File: config.mk
export PLATFORM = sky130hd
export DESIGN_NAME = mem_arb
export DESIGN_NICKNAME = d
export VERILOG_FILES = /design/src/rtl/mem_arb.sv
export SDC_FILE = /design/constraint.sdc
export NUM_CORES = 1
export LEC_CHECK = 0
export ABC_AREA = 1
export CORE_MARGIN = 5
export CORE_UTILIZATION = 40
export DETAILED_ROUTE_END_ITERATION = 6
export GPL_ROUTABILITY_DRIVEN = 0
export PLACE_DENSITY = 0.81
export SLEW_MARGIN = 10
export SYNTH_ARGS = -nofsm -noshare
export SYNTH_HDL_FRONTEND = slang
export SYNTH_SLANG_ARGS = --single-unit
File: constraint.sdc
create_clock -name clk -period 1.6 [get_ports clk]
set_clock_uncertainty 0.05 [all_clocks]
set_input_delay 0.48 -clock clk [delete_from_list [all_inputs] [get_ports clk]]
set_output_delay 0.48 -clock clk [all_outputs]
set_load 0.01 [all_outputs]
File: src/rtl/mem_arb.sv
// mem_arb: round-robin arbiter sharing one multi-cycle memory among NUM_PORTS requesters.
// Optional per-request timeout is enabled by defining MEM_ARB_TIMEOUT_EN.
module mem_arb #(
    parameter int unsigned NUM_PORTS = 2,
    parameter int unsigned ADDR_W    = 32,
    parameter int unsigned DATA_W    = 32,
    parameter int unsigned TIMEOUT   = 16
) (
    input  logic                            clk,
    input  logic                            rst,
    input  logic [NUM_PORTS-1:0]            valid_i,
    input  logic [NUM_PORTS-1:0]            write_i,
    input  logic [NUM_PORTS*ADDR_W-1:0]     addr_i,
    input  logic [NUM_PORTS*DATA_W/8-1:0]   byte_i,
    input  logic [NUM_PORTS*DATA_W-1:0]     wdata_i,
    output logic [NUM_PORTS-1:0]            busy_o,
    output logic [DATA_W-1:0]               rdata_o,
    output logic [NUM_PORTS-1:0]            err_o,
    output logic                            mem_req,
    output logic                            mem_write,
    output logic [ADDR_W-1:0]               mem_addr,
    output logic [DATA_W/8-1:0]             mem_byte,
    output logic [DATA_W-1:0]               mem_wdata,
    input  logic [DATA_W-1:0]               mem_rdata,
    input  logic                            mem_ready
);

    localparam int unsigned BE_W  = DATA_W / 8;
    localparam int unsigned PTR_W = (NUM_PORTS > 1) ? $clog2(NUM_PORTS) : 1;

    if (NUM_PORTS < 2 || (DATA_W % 8) != 0 || TIMEOUT < 1) begin : g_param_chk
        $error("mem_arb: unsupported parameter combination");
    end

    typedef enum logic [1:0] {
        IDLE = 2'd0,
        REQ  = 2'd1,
        RESP = 2'd2
    } state_t;

    typedef struct packed {
        logic              write;
        logic [ADDR_W-1:0] addr;
        logic [BE_W-1:0]   be;
        logic [DATA_W-1:0] wdata;
    } attr_t;

    state_t            state_q, state_d;
    logic [PTR_W-1:0]  ptr_q, ptr_d;
    logic [PTR_W-1:0]  grant_q, grant_d;
    logic              mem_req_q, mem_req_d;
    attr_t             attr_q, attr_d;
    logic [DATA_W-1:0] rdata_q, rdata_d;
    logic [PTR_W-1:0]  sel;
    logic [NUM_PORTS-1:0] resp_mask;

    // First requesting port at or after the priority pointer, wrapping.
    function automatic logic [PTR_W-1:0] pick_port(
        input logic [NUM_PORTS-1:0] req,
        input logic [PTR_W-1:0]     start
    );
        logic [PTR_W-1:0] res;
        logic             found;
        int unsigned      j;
        res   = start;
        found = 1'b0;
        j     = 0;
        for (int unsigned k = 0; k < NUM_PORTS; k++) begin
            j = 32'(start) + k;
            if (j >= NUM_PORTS) begin
                j = j - NUM_PORTS;
            end
            if (!found && req[j]) begin
                res   = PTR_W'(j);
                found = 1'b1;
            end
        end
        return res;
    endfunction

    assign sel = pick_port(valid_i, ptr_q);

`ifdef MEM_ARB_TIMEOUT_EN
    localparam int unsigned CNT_W = $clog2(TIMEOUT + 1);

    logic [CNT_W-1:0]     cnt_q, cnt_d;
    logic [NUM_PORTS-1:0] err_q, err_d;

    function automatic logic [DATA_W-1:0] dead_fill();
        logic [31:0]       pat;
        logic [DATA_W-1:0] r;
        pat = 32'hDEADBEEF;
        r   = '0;
        for (int unsigned b = 0; b < BE_W; b++) begin
            r[b*8 +: 8] = pat[(b%4)*8 +: 8];
        end
        return r;
    endfunction
`endif

    // Next-state and registered-output computation.
    always_comb begin
        state_d   = state_q;
        ptr_d     = ptr_q;
        grant_d   = grant_q;
        mem_req_d = mem_req_q;
        attr_d    = attr_q;
        rdata_d   = rdata_q;
`ifdef MEM_ARB_TIMEOUT_EN
        cnt_d     = cnt_q;
        err_d     = '0;
`endif
        case (state_q)
            IDLE: begin
                if (|valid_i) begin
                    grant_d      = sel;
                    mem_req_d    = 1'b1;
                    attr_d.write = write_i[sel];
                    attr_d.addr  = addr_i[32'(sel)*ADDR_W +: ADDR_W];
                    attr_d.be    = byte_i[32'(sel)*BE_W +: BE_W];
                    attr_d.wdata = wdata_i[32'(sel)*DATA_W +: DATA_W];
                    state_d      = REQ;
`ifdef MEM_ARB_TIMEOUT_EN
                    cnt_d        = '0;
`endif
                end
            end
            REQ: begin
                if (mem_ready) begin
                    if (!attr_q.write) begin
                        rdata_d = mem_rdata;
                    end
                    mem_req_d = 1'b0;
                    state_d   = RESP;
                end
`ifdef MEM_ARB_TIMEOUT_EN
                else if (cnt_q == CNT_W'(TIMEOUT - 1)) begin
                    // Expired: abort with a recognisable poison value.
                    mem_req_d      = 1'b0;
                    rdata_d        = dead_fill();
                    err_d[grant_q] = 1'b1;
                    state_d        = RESP;
                end else begin
                    cnt_d = cnt_q + CNT_W'(1);
                end
`endif
            end
            RESP: begin
                ptr_d   = (grant_q == PTR_W'(NUM_PORTS - 1)) ? '0 : grant_q + PTR_W'(1);
                state_d = IDLE;
            end
            default: begin
                state_d = IDLE;
            end
        endcase
    end

    always_ff @(posedge clk or negedge rst) begin
        if (!rst) begin
            state_q   <= IDLE;
            ptr_q     <= '0;
            grant_q   <= '0;
            mem_req_q <= 1'b0;
            attr_q    <= '0;
            rdata_q   <= '0;
        end else begin
            state_q   <= state_d;
            ptr_q     <= ptr_d;
            grant_q   <= grant_d;
            mem_req_q <= mem_req_d;
            attr_q    <= attr_d;
            rdata_q   <= rdata_d;
        end
    end

`ifdef MEM_ARB_TIMEOUT_EN
    always_ff @(posedge clk or negedge rst) begin
        if (!rst) begin
            cnt_q <= '0;
            err_q <= '0;
        end else begin
            cnt_q <= cnt_d;
            err_q <= err_d;
        end
    end

    assign err_o = err_q;
`else
    assign err_o = '0;
`endif

    // Stall every requester except the granted port during its done cycle.
    always_comb begin
        resp_mask = '0;
        if (state_q == RESP) begin
            resp_mask[grant_q] = 1'b1;
        end
        busy_o = valid_i & ~resp_mask;
    end

    assign rdata_o   = rdata_q;
    assign mem_req   = mem_req_q;
    assign mem_write = attr_q.write;
    assign mem_addr  = attr_q.addr;
    assign mem_byte  = attr_q.be;
    assign mem_wdata = attr_q.wdata;

endmodule

==> results of run 1 <==
registers in the layout, summed over array words and instances, names as in the netlist:
name	cells
mem_write	1
state_q	2
rdata_o	32
mem_req	1
mem_wdata	32
mem_byte	4
grant_q	1
ptr_q	1
mem_addr	32
through the flow:
stage	cell area, µm²	setup slack (ns)	cells	utilization	total power (W)
after floorplan	5430	0.272	765	-	0.00805
after global placement	8540	-0.539	1197	0.645	0.0122
after detailed placement	8540	-0.546	1197	0.645	0.0124
after CTS	8840	-0.137	1219	0.668	0.0141
after global routing	8910	-0.170	1222	0.673	0.0151
final	8910	-0.0988	1222	0.673	0.0141
critical path: cells and delay by family, from the launching register on:
family	cells	cell delay (ns)
DFF	1	0.38
and+or+nand+nor	3	0.17
buffers and inverters	4	0.26
report_power, final:
part / internal, W / switching, W / leakage [nW] / total, W
Clock: 0.00115 / 0.000982 / 0.132 / 0.00213
Sequential: 0.00400 / 0.000633 / 1.30 / 0.00463
Combinational: 0.00332 / 0.00397 / 3.57 / 0.00729
Total: 0.00846 / 0.00559 / 5.00 / 0.0141
path summary, 6_finish.rpt:
path,start,end,depth (start not counted)
worst max-delay path,state_q[0],busy_o[0],7
worst min-delay path,rdata_o[4],rdata_o[4],2
worst max register to register,state_q[0],mem_addr[21],10
worst min register to register,rdata_o[4],rdata_o[4],2
max in group asynchronous,rst,mem_addr[8],3
min in group asynchronous,rst,rdata_o[27],2
logic make-up (layout without fill, tap and decap cells):
logic type	Yosys count	count (layout)
compound gates	4	4
buf+inv	196	477
flops	106	106
other cells	1	2
simple gates	457	457
area by class of cell:
cell class                 instances  area [µm²]
fill                            1172        4330
timing repair buffer             311        3170
sequential                       106        2650
multi-input combinational        463        2010
inverter                         150         568
clock buffer                      13         260
tap                              176         220
clock inverter                     3        23.8
what timing repair did:
item | 4_1_cts | 5_1_grt
pin swaps | 2 | 2
endpoints found under the hold margin | 17 | 0
hold buffers | 1 | 0
gates resized for setup | 124 | 13
setup endpoints to repair | 170 | 64
cloned | 3 | 1
setup buffers | 2 | 2
per-layer routing:
layer  track usage  vias up
met4        0.0921        0
met3        0.0517       38
met5             0        -
met2         0.377      211
met1         0.286     2682
li1              -     2850
placed cells by master, fill, tap and decap left out, drive strengths merged:
cell,n
buf,33
bufbuf,1
clkbuf,14
clkdlybuf4s15,3
clkdlybuf4s50,171
clkinv,1
clkinvlp,2
conb,2
dfrtp,106
dlygate4sd2,101
dlygate4sd3,1
inv,150
nand2,282
nand3,170
nor2,4
nor3,1
o21ai,3
o22ai,1
==> out/results.txt, run 1 <==
highest metal used: met4
min-delay worst type: register to register
Synth Area in Simple Gates: 0.358
unrepaired setup endpoints after global routing: yes
IO Pins: 281
Core Rows: 42
Post-synth top flop: dfrtp_1
Unique masters post-synth: 16
vias in the first global route: 5607
DR WL met2: 9030 µm
Routed WL: 18400 µm
Final Setup Violations: 2
Num CTS Buffers: 9
Die H: 126 µm
worst vdd ir: 0.000670 V
Final nets: 1216
Final Hold Viols: 0
Core Footprint: 13200 µm²
via count: 5781
post-synthesis instance total: 764
Cell Area, Synth: 5420 µm²
grt ovf: 0
# diodes: 0
crit share post-route: 1.06
yosys warns: 0
Setup CP Type: register to primary output
status: complete, but fails checks
H-Tree Depth: 3
full die area: 16000 µm²
Reg clk slew, reported paths: 0.07 ns
Achievable Freq: 589 MHz
worst path required time: 1.07 ns
P_leak: 5.00 nW
DRC viols: 0
Post-Synth XOR/XNOR Area: 0
number of DRC markers in iteration 0: 345
CTS tree: yes
failing checks: negative setup slack
Reg2Reg Setup Slack: 0.07 ns
dpl hpwl: 13100 µm
count of buffers from port buffering: 278
met1 WL: 7340 µm
Post-Synth Adder-Cell Area: 0
number of synthesized flops with an enable pin: 0
CP max FO: 2
final slew viol count: 0
largest net degree at the start of global routing: 62
WL/cell: 15.1 µm
post-synthesis mux area share: 0
Async SR Flop Fraction: 1.00
global-route wire length before repair: 29400 µm
main combinational cell family by area after synthesis: simple AND/OR/NAND/NOR gates
Max stage delay on crit path: 0.38 ns
CP arrival: 1.17 ns
Area Growth Syn to Fin: 64.3%
Skew-Pair Late Insertion Delay: 0.34 ns
CTS root buf: clkbuf_16
vias per cell: 4.73
routed length on met3: 1480 µm
post-synthesis sequential area ratio: 0.489
CP endpoint kind: primary output
first-pass iteration count of the detailed router: 5
fraction of layout cells with a size suffix above 1: 0.0631
Fin Hold WS: 0.416 ns
DRT antenna net count: 0
power per cell area: 1580 nW/µm²
crit-path cells: inv_2 -> nand2_4 -> inv_4 -> nand2_4 -> nand2_2 -> inv_2 -> buf_6
final worst path period need: 1.70 ns
top post-synthesis cells by area: dfrtp_1 (49%), nand2_1 (19%), nand3_1 (16%)
Die Wd: 126 µm
clk buf depth: 2
initial antenna violation count: 0
CTS Sinks: 106
max-cap viol count: 0
biggest area consumer among synthesized cells: dfrtp_1
syn avg cell area: 7.10 µm²
complex-gate fraction of the synthesized area: 0.00392
Final WS setup: -0.0988 ns
count leader, synth: nand2_1
synthesized flop and latch total: 106
TNS Setup: -0.168 ns
initial core utilization: 0.409
Tot GR Track Use: 0.227
critical path launch point type: register
Post-synth top cells: nand2_1 (279), nand3_1 (170), inv_1 (148)
post-synth top area share: 0.489
Critical Path Slowest Stage Cell: dfrtp_1
Note: power is estimated with default switching activity, not from simulation.
==> run 2, diff against run 1 <==
Settings changed: TNS_END_PERCENT set to 100.
==> results of run 2 <==
The final DEF is identical to that of run 1; final timing and power are the same.
